$ cat src/rtl/fifo_mem_ctrl_pkg.sv
// Shared constants, pointer-flag bundle and flag helper for the FIFO controller.
// Default widths used by fifo_mem_ctrl and its pointer sub-module.
package fifo_mem_ctrl_pkg;

    localparam int ADDR_W = 4;
    localparam int DATA_W = 8;
    localparam int PTR_W  = ADDR_W + 1;
    localparam int DEPTH  = 1 << ADDR_W;

    typedef struct packed {
        logic full;
        logic empty;
    } ptr_flags_t;

    // Pointers carry one wrap bit above the address bits.
    // Full means only that wrap bit differs.
    function automatic ptr_flags_t ptr_flags(
        input logic [31:0] wp,
        input logic [31:0] rp,
        input int          aw
    );
        ptr_flags_t  f;
        logic [31:0] x;
        x       = wp ^ rp;
        f.empty = (x == 32'd0);
        f.full  = (x == (32'd1 << aw));
        return f;
    endfunction

endpackage

$ cat src/rtl/fifo_ptr.sv
// Wrapping pointer counter with increment and synchronous clear.
// Ports: clk, rst_n, clr (sync clear), inc (advance by one), ptr (current value).
module fifo_ptr #(
    parameter int W = 5
) (
    input  logic         clk,
    input  logic         rst_n,
    input  logic         clr,
    input  logic         inc,
    output logic [W-1:0] ptr
);

    logic [W-1:0] ptr_q;
    logic [W-1:0] ptr_d;

    always_comb begin
        ptr_d = ptr_q;
        if (clr) begin
            ptr_d = '0;
        end else if (inc) begin
            ptr_d = ptr_q + W'(1);
        end
    end

    always_ff @(posedge clk or negedge rst_n) begin
        if (!rst_n) begin
            ptr_q <= '0;
        end else begin
            ptr_q <= ptr_d;
        end
    end

    assign ptr = ptr_q;

endmodule

$ cat src/rtl/fifo_mem_ctrl.sv
// FIFO controller sequencing an external 1-cycle simple-dual-port RAM.
// Ports: push/pop side, status (full/empty/almost/count), sticky errors, RAM ctrl.
module fifo_mem_ctrl
    import fifo_mem_ctrl_pkg::*;
#(
    parameter int ADDR_WIDTH = ADDR_W,
    parameter int DATA_WIDTH = DATA_W,
    parameter int AF_TH      = 14,
    parameter int AE_TH      = 2
) (
    input  logic                  clk,
    input  logic                  rst_n,
    input  logic                  flush,
    input  logic                  clr_err,
    input  logic                  push,
    input  logic [DATA_WIDTH-1:0] push_data,
    input  logic                  pop,
    output logic [DATA_WIDTH-1:0] pop_data,
    output logic                  pop_valid,
    output logic                  full,
    output logic                  empty,
    output logic                  almost_full,
    output logic                  almost_empty,
    output logic [ADDR_WIDTH:0]   count,
    output logic                  overflow,
    output logic                  underflow,
    output logic                  mem_wr_en,
    output logic [ADDR_WIDTH-1:0] mem_wr_addr,
    output logic [DATA_WIDTH-1:0] mem_din,
    output logic                  mem_rd_en,
    output logic [ADDR_WIDTH-1:0] mem_rd_addr,
    input  logic [DATA_WIDTH-1:0] mem_dout
);

    localparam int P_W = ADDR_WIDTH + 1;
    localparam logic [P_W-1:0] AF_C = P_W'(AF_TH);
    localparam logic [P_W-1:0] AE_C = P_W'(AE_TH);

    logic [P_W-1:0] wr_ptr;
    logic [P_W-1:0] rd_ptr;
    ptr_flags_t     fl;
    logic           push_acc;
    logic           pop_acc;

    logic [P_W-1:0] count_q, count_d;
    logic           af_q, af_d;
    logic           ae_q, ae_d;
    logic           pv_q, pv_d;
    logic           ovf_q, ovf_d;
    logic           unf_q, unf_d;

    // Flags follow the registered pointers, so they reflect the last edge.
    assign fl    = ptr_flags(32'(wr_ptr), 32'(rd_ptr), ADDR_WIDTH);
    assign full  = fl.full;
    assign empty = fl.empty;

    assign push_acc = push & ~fl.full & ~flush;
    assign pop_acc  = pop & ~fl.empty & ~flush;

    fifo_ptr #(.W(P_W)) u_wr_ptr (
        .clk   (clk),
        .rst_n (rst_n),
        .clr   (flush),
        .inc   (push_acc),
        .ptr   (wr_ptr)
    );

    fifo_ptr #(.W(P_W)) u_rd_ptr (
        .clk   (clk),
        .rst_n (rst_n),
        .clr   (flush),
        .inc   (pop_acc),
        .ptr   (rd_ptr)
    );

    always_comb begin
        count_d = count_q;
        unique case (1'b1)
            flush:                count_d = '0;
            push_acc & ~pop_acc:  count_d = count_q + P_W'(1);
            pop_acc & ~push_acc:  count_d = count_q - P_W'(1);
            default:              count_d = count_q;
        endcase
        af_d = (count_d >= AF_C);
        ae_d = (count_d <= AE_C);
        pv_d = pop_acc;
        // Clear first so a same-cycle error still sets the flag.
        ovf_d = clr_err ? 1'b0 : ovf_q;
        unf_d = clr_err ? 1'b0 : unf_q;
        if (push & fl.full & ~flush) begin
            ovf_d = 1'b1;
        end
        if (pop & fl.empty & ~flush) begin
            unf_d = 1'b1;
        end
    end

    always_ff @(posedge clk or negedge rst_n) begin
        if (!rst_n) begin
            count_q <= '0;
            af_q    <= 1'b0;
            ae_q    <= 1'b1;
            pv_q    <= 1'b0;
            ovf_q   <= 1'b0;
            unf_q   <= 1'b0;
        end else begin
            count_q <= count_d;
            af_q    <= af_d;
            ae_q    <= ae_d;
            pv_q    <= pv_d;
            ovf_q   <= ovf_d;
            unf_q   <= unf_d;
        end
    end

    assign count        = count_q;
    assign almost_full  = af_q;
    assign almost_empty = ae_q;
    assign pop_valid    = pv_q;
    assign overflow     = ovf_q;
    assign underflow    = unf_q;
    assign pop_data     = mem_dout;

    assign mem_wr_en   = push_acc;
    assign mem_wr_addr = wr_ptr[ADDR_WIDTH-1:0];
    assign mem_din     = push_data;
    assign mem_rd_en   = pop_acc;
    assign mem_rd_addr = rd_ptr[ADDR_WIDTH-1:0];

endmodule
$ cat config.mk
export PLATFORM = sky130hd
export DESIGN_NAME = fifo_mem_ctrl
export DESIGN_NICKNAME = d
export VERILOG_FILES = /design/src/rtl/fifo_mem_ctrl_pkg.sv /design/src/rtl/fifo_ptr.sv /design/src/rtl/fifo_mem_ctrl.sv
export SDC_FILE = /design/constraint.sdc
export NUM_CORES = 1
export LEC_CHECK = 0
export CAP_MARGIN = 5
export CELL_PAD_IN_SITES_DETAIL_PLACEMENT = 1
export CELL_PAD_IN_SITES_GLOBAL_PLACEMENT = 1
export CORE_UTILIZATION = 30
export DETAILED_ROUTE_END_ITERATION = 8
export PLACE_DENSITY = 0.87
export SLEW_MARGIN = 10
export SYNTH_ARGS = -nofsm -noshare
export SYNTH_HDL_FRONTEND = slang
export SYNTH_SLANG_ARGS = --single-unit
$ cat constraint.sdc
create_clock -name clk -period 3.1 [get_ports clk]
set_input_delay 0.62 -clock clk [delete_from_list [all_inputs] [get_ports clk]]
set_output_delay 0.62 -clock clk [all_outputs]
set_load 0.02 [all_outputs]
==> flow_summary.toml <==
[timing]
min_period_over_period_pct = 94.4
setup-violations-final = 0
period_minus_slack_ns = 2.93
slew_headroom_pct = 38.4
worst_slack_ns = 0.174
setup_tns_ns = 0
hold_violations = 0
fin_skew_ns = 0.00669
tightestPinTransition_ns = 0.921
fmax_mhz = 342
slew_violations = 0

[detailed_routing]
drc = 0
routed_wl_mm = 3.09
wl_per_cell_um = 14.8
via_per_inst = 4.72
first_pass_iters = 3
first_iter_violations = 40
vias = 986
ant_nets = 0

[critical_path]
worst_setup_path_start_kind = "flop"
crit_chain = "xnor2_2, nand4_1, o21ai_2, nor2_1, ha_2, buf_4, inv_1, fa_2, nor2b_1, o21a_1, o21ai_1, o311ai_2, a2111oi_2"
crit_type = "reg -> reg"
crit_end = "almost_empty"
worstPathArrival_ns = 3.08
crit_fanout = 5
ff2ff_setup_slack_ns = 0.17
slowest_delay_ns = 0.46
cpMaxStageDelayCell = "dfrtp_2"
worstSetupStartpoint = "u_wr_ptr.ptr[2]"
reg2reg_to = "almost_empty"
crit_path_end_kind = "flop"
crit_required_ns = 3.25
r2r-start = "u_wr_ptr.ptr[2]"
r2r_cells = 13

[clock_network]
cts_buffers = 3
clk_path_buf_depth = 2
htree_levels = 1
cts_tree = "done"
clk_latency_ns = 0.27
cts-root-buf = "clkbuf_8"
cts.clk_slew.worst_paths_ns = 0.08
cts_sinks = 20

[power]
seqPwrFrac_pct = 34.5
ir_worst_vdd_v = 0.000169
p_int_mw = 0.645
net-switching-power_mw = 0.404
pwr_density_cell_mw_per_mm2 = 626
p_sw_share_pct = 38.5
total_leakage_power_nw = 0.739
p_comb_share_pct = 47.9
power_frac_clock_pct = 17.7

[worst_hold_path]
min_path_type = "reg -> reg"

[die]
die_area_mm2 = 0.00455
initial_core_util_pct = 31.7
core_mm2 = 0.00406
rows = 23
die_h_um = 67.4
pin_count = 60
die_width_um = 67.4

[place]
numPortBuffers = 27
finalWeightedCongestion = 0.861
post-place-ws_ns = -0.126
postPlaceCellArea_mm2 = 0.00151
dpl.hpwl_mm = 2.25

[synthesis]
ys_top_cells_by_count = "24 x buf_4, 19 x dfrtp_1, 15 x nor2_1"
ys_seq_area_share_pct = 39.0
ys_types = 28
synth_area_leader_cell = "dfrtp_1"
yosysMostFrequentCell = "buf_4"
syn_area_per_cell_um2 = 9.73
synthFlopType = "dfrtp_1"
ys_ff_latch = 20
yosysWarnings = 0
synth_edf_count = 0
synthCells = 132
synth_nets = 161
synth.top_cells.by_area = "dfrtp_1 37%, buf_4 14%, xnor2_1 7.5%"
synth-async-reset-ratio_pct = 100
synth_area_mm2 = 0.00128
synth_top_area_share_pct = 37.0

[layout]
fin_nets = 189
antenna_cells = 0
finalInstanceArea_mm2 = 0.00168
drive_above_1_share_pct = 27.7
syn_to_final_growth_pct = 30.4

[global_route]
grt_pass1_wl_mm = 4.66
grt_use_total_pct = 14.1
first_global_vias = 976
grt_remaining_overflow = 0
grt_antenna_before_repair = 0
grt_max_degree = 21

[flow_run]
cap_violations = 0

[status]
status = "completed"
## area by class of cell
cell class	count	area [um2]
inverters	6	22.5
well taps	50	62.6
multi-input cells	80	601
repair buffers	49	435
fillers	458	2380
clock buffers	4	45.0
flip-flops and latches	20	509
## cells in the final DEF (no fill, tap or decap), types with 2 or more instances in the layout
cell type / Yosys / layout
o21ai_2: 2 / 2
nand2_1: 6 / 6
inv_1: 6 / 6
nor2b_1: 2 / 2
nand3b_1: 2 / 2
dfrtp_2: 0 / 6
xnor2_1: 11 / 7
nor2_1: 15 / 15
ha_1: 6 / 5
buf_4: 24 / 22
xor2_1: 6 / 6
o21ai_0: 5 / 4
dfrtp_1: 19 / 13
clkbuf_8: 0 / 3
o21ai_1: 1 / 2
clkdlybuf4s50_1: 0 / 27
xnor2_2: 0 / 4
mux2i_1: 2 / 2
a21oi_1: 8 / 8
nand4_1: 5 / 5
## how the worst min path moves through the flow
stage,start,endpoint,depth (start not counted)
after floorplan,rst_n,almost_full,0
after global placement,overflow,overflow,2
after detailed placement,overflow,overflow,2
after CTS,overflow,overflow,2
after global routing,overflow,overflow,2
final,overflow,overflow,2
## metal layers
layer | global-route usage [%] | wire (um) | part of all wire, %
met1 | 16.9 | 1380 | 45
met3 | 1.52 | 107 | 3.5
met4 | 6.65 | 56 | 1.8
met5 | 0 | 0 | 0
met2 | 24.9 | 1540 | 50
## cell families after synthesis
family / after synthesis / share of synthesized area [%]
xor+xnor: 17 / 11.6
mux: 2 / 1.56
fa+ha+maj: 7 / 7.40
simple gates: 33 / 12.4
flops: 20 / 39.0
buf+inv: 32 / 16.9
compound gates: 21 / 11.1
## power groups by stage
stage | Sequential (mW) | Clock (mW) | Combinational [mW]
2_1_floorplan | 0.406 | 0 | 0.266
3_3_place_gp | 0.364 | 0 | 0.454
3_5_place_dp | 0.364 | 0 | 0.477
4_1_cts | 0.362 | 0.189 | 0.476
5_1_grt | 0.369 | 0.202 | 0.547
6_report | 0.362 | 0.185 | 0.502
## state kept, by name, indices dropped and copies added (netlist names)
register and flops:
count 5, u_rd_ptr.ptr 5, u_wr_ptr.ptr 5, almost_empty 1
almost_full 1, overflow 1, pop_valid 1, underflow 1
## per-stage QoR
step / cells / utilization (%) / total power [mW] / hold WS [ns]
floorplan: 132 / - / 0.671 / 0.324
global placement: 195 / 37.3 / 0.818 / 0.509
detailed placement: 195 / 37.3 / 0.841 / 0.517
CTS: 199 / 38.4 / 1.03 / 0.532
global route: 209 / 41.3 / 1.12 / 0.553
finish: 209 / 41.3 / 1.05 / 0.529
## what timing repair did
item                                    in CTS  in global routing
buffers inserted                             0                 10
hold buffers                                 0                  0
endpoints found under the setup margin       0                  2
resized for setup                            0                 13
## worst max-delay path: cells and delay by family (launching register included)
kind / cells / cell delay (ns)
compound gates: 5 / 1.16
xor+xnor: 1 / 0.16
fa+ha+maj: 2 / 0.40
buf+inv: 2 / 0.22
flops: 1 / 0.46
simple gates: 3 / 0.41
Power figures use the tool's default switching activity.
==> patch 1, RTL diff (same flow settings) <==
Set the package constant `ADDR_W` to 3 (it was 4).
--- a/src/rtl/fifo_mem_ctrl_pkg.sv
+++ b/src/rtl/fifo_mem_ctrl_pkg.sv
@@ -4,3 +4,3 @@
 
-    localparam int ADDR_W = 4;
+    localparam int ADDR_W = 3;
     localparam int DATA_W = 8;
Ports: changed (resized count, mem_rd_addr and mem_wr_addr); port bits go from 60 to 57. The function was not compared with the original's and may differ.
==> patch 1 against the original RTL <==
Count of clock-buffer cells in the layout is the same. Sequential cell count shrank 3. Total power shrank 19%. Area after synthesis shrank 11%. Critical path depth shrank 4. Setup slack lost 0.031 ns. Final area shrank 19%. Global-route usage grew 0.63 points. Routed wire length shrank 14%. Critical endpoint unchanged. Cell count shrank 21%. Die area shrank 11%.
==> patch 1: results (changes against the original RTL) <==
share of cells above drive strength 1=15.3% (-12 points); Final Instance Area=1370 sq um (-19%); pin count of the biggest net entering global routing=18 (-14%); Max VDD drop=0.138 mV (-18%); Critical Path Fanout Max=3 (-2); hold path depth=1 (-1); Setup WS pre-CTS=-0.0511 ns (+0.0747 ns); status=finished, final reports clean; reg-to-reg slack, setup=0.20 ns (+0.03 ns); Lkg Pwr=0.621 nW (-16%); Synth Area in Compound Gates=14.4% (+3.3 points); critical path arrival=3.09 ns (about the same); DR pass1 iterations=4 (+1); cell count after placement=161 (-17%); Final #Nets=147 (-22%); vias per inst=5.04 (+6.9%); global-route wire length before repair=4520 microns (-3.0%); XOR/XNOR share of the synthesized area=8.86% (-2.7 points); Min Hold Slack=0.502 ns (-0.0267 ns); GRT Util Overall=14.7% (+0.63 points); synth cell count leaders=buf_4, dfrtp_1, nor2_1; syn_nets=135 (-16%); Post-Place Cell Area=1310 sq um (-13%); HPWL after detailed placement=2050 microns (-9.0%); filler instances=427 (-6.8%); multiplexer area fraction after synthesis=2.74% (+1.2 points); cell count after synthesis=107 (-19%); routed wire length=2670 microns (-14%)
-- patch 1: per-layer routing --
metal / part of all wire [%] / wire (microns) / GRT usage [%] / up-vias
li1: - / - / - / 370
met1: 38 / 1000 / 15.8 / 415
met2: 54 / 1430 / 26.1 / 36
met3: 5.6 / 149 / 2.86 / 16
met4: 3.3 / 89 / 9.66 / 0
met5: 0 / 0 / 0 / -
-- patch 1: worst max path at each step --
stage                         endpoint  slack (ns)  cells after the start
after global placement    almost_empty        0.07                      9
after global routing      almost_empty        0.09                      9
after detailed placement  almost_empty       -0.05                      9
after CTS                 almost_empty        0.10                      9
final                     almost_empty        0.14                      9
after floorplan           almost_empty        0.31                      9
-- patch 1: critical path, stage by stage --
cell and delay, ns:
clkdlybuf4s50_1 0.58, o41ai_4 0.12, or2_1 0.26, ha_1 0.24
ha_1 0.35, a21oi_1 0.23, a211o_1 0.16, nand3_1 0.12
a2111oi_0 0.40
-- patch 1: cell type report --
type                            count  area share [%]
Sequential cell                    17            31.3
Multi-Input combinational cell     63            39.0
Inverter                            4            1.10
Timing Repair Buffer               30            20.9
Clock buffer                        4            3.30
Tap cell                           48            4.40
-- patch 1: where the power goes --
part           leakage, nW  switching [mW]  internal [mW]  total (mW)
Combinational        0.371           0.192          0.174       0.366
Sequential           0.228          0.0476          0.262       0.310
Clock               0.0228          0.0777         0.0914       0.169
-- patch 1: through the flow --
step / setup TNS [ns] / power, mW
final: 0 / 0.845
after global routing: 0 / 0.895
after CTS: 0 / 0.851
after detailed placement: -0.0511 / 0.676
after global placement: 0 / 0.655
after floorplan: 0 / 0.554
==> patch 2, RTL diff (same settings) <==
Without the edit above. Register the output `count` once more, cleared by the reset; this adds one clock of latency there. The other outputs are not delayed to match.
--- a/src/rtl/fifo_mem_ctrl.sv
+++ b/src/rtl/fifo_mem_ctrl.sv
@@ -115,3 +115,9 @@
 
-    assign count        = count_q;
+    always_ff @(posedge clk or negedge rst_n) begin
+        if (!rst_n) begin
+            count <= '0;
+        end else begin
+            count <= count_q;
+        end
+    end
     assign almost_full  = af_q;
Formal check against the unedited RTL: not equivalent (Yosys sat finds a counterexample within 4 cycles, from zero or initial values and one cycle with rst_n low).
==> patch 2 against the original RTL <==
The run now ends with design-rule violations left. Combinational power decreased by 4.8%. Final area increased by 2.0%. Setup slack got worse by 0.0065 ns. Total power up 7.0%. Global-route usage shrank 1.1 points. Die area up 9.5%. Routed wire length down 3.4%. Sequential cell count increased by 5. Area after synthesis rose by 9.7%. Critical endpoint is now almost_full. Highest routed layer unchanged. Utilization decreased by 2.8 points.
==> patch 2: results (changes against the original RTL) <==
Routability Congestion=0.784 (-8.9%); share of cells above drive strength 1=16.6% (-11 points); vias in the first global route=1080 (+11%); Post-Synth Adder-Cell Area=6.74% (-0.66 points); Relative slew margins=70.8% (+32 points); Synth Area in Compound Gates=10.1% (-0.98 points); routed len/inst=14.3 microns (-3.4%); # DRC=12 (+12); HPWL after detailed placement=2200 microns (-2.1%); violations in the final reports=design-rule violations; CP max stage cell=dfrtp_1; global-route wire length before repair=5050 microns (+8.4%); syn_nets=166 (+3.1%); clock skew=0.00703 ns (+0.000349 ns); Hold Path Origin=count_q[3]; FF-to-FF End=almost_full; synth cell count leaders=buf_4, dfrtp_1, nor2_1; Post-Place Cell Area=1640 sq um (+8.4%); Reg-to-Reg Start=u_rd_ptr.ptr[2]; Max VDD drop=0.256 mV (+52%); Seq/Total Area, Yosys=44.5% (+5.4 points); XOR/XNOR share of the synthesized area=10.6% (-1.0 points); drt initial violations=63 (+57%); pin count of the biggest net entering global routing=26 (+24%); status=finished with violations
==> patch 2: cell count changes in the layout (fill, tap and decap cells not counted), moves of 4 or more <==
cell	change
dfrtp_2	-6
xnor2_2	-4
buf_4	-7
xnor2_1	+4
dfrtp_1	+11
==> patch 2: worst max-delay path by stage <==
stage / end / slack, ns / cells after the start
2_1_floorplan: almost_empty / 0.30 / 10
3_3_place_gp: almost_full / 0.008 / 11
3_5_place_dp: almost_full / -0.07 / 11
4_1_cts: almost_full / 0.11 / 12
5_1_grt: almost_full / -0.05 / 12
6_report: almost_full / 0.17 / 12
==> patch 2: layer usage <==
layer | vias up | GRT usage, % | routed length [microns]
met5 | - | 0 | 0
met4 | 0 | 6.67 | 61
met3 | 7 | 1.57 | 112
met2 | 28 | 22.0 | 1470
met1 | 474 | 16.4 | 1350
li1 | 471 | - | -
==> patch 2: layout make-up <==
type	instances	area (sq um)
Clock buffer	3	41.3
Clock inverter	1	5.00
Fill cell	520	2740
Inverter	6	22.5
Multi-Input combinational cell	80	566
Sequential cell	25	627
Tap cell	52	65.1
Timing Repair Buffer	42	383
==> patch 2: logic make-up after synthesis <==
family	after synthesis
AND/OR/NAND/NOR	33
buffers and inverters	32
flip-flops	25
AO/OA/AOI/OAI	21
XOR/XNOR	17
adder cells (fa/ha/maj)	7
multiplexers	2
==> patch 2: metrics by stage <==
stage          cells  setup TNS, ns  setup slack [ns]
2_1_floorplan    137              0             0.299
3_3_place_gp     202              0           0.00808
3_5_place_dp     202         -0.133           -0.0747
4_1_cts          206              0             0.105
5_1_grt          209        -0.0772           -0.0450
6_report         209              0             0.168
==> patch 2: repair_timing <==
| item | CTS | global route |
|---|---|---|
| hold buffers | 0 | 0 |
| setup endpoints to repair | 0 | 2 |
| buffers inserted | 0 | 3 |
| endpoints found under the hold margin | 0 | 0 |
==> patch 2: worst register-to-register path, cell delays in order, from the launching register on <==
cell     delay [ns]
dfrtp_1        0.46
xnor2_1        0.25
nand4_1        0.25
o21ai_2        0.25
nor2_1         0.10
ha_1           0.24
ha_1           0.28
a21o_1         0.15
a21oi_1        0.16
xor2_1         0.17
o21ai_0        0.15
buf_4          0.17
a31o_2         0.19
==> patch 2: power by group through the flow <==
stage	combinational (mW)	sequential, mW	clock, mW
finish	0.478	0.452	0.193
CTS	0.467	0.455	0.199
global placement	0.450	0.460	0
detailed placement	0.462	0.460	0
floorplan	0.266	0.499	0
global route	0.523	0.464	0.214
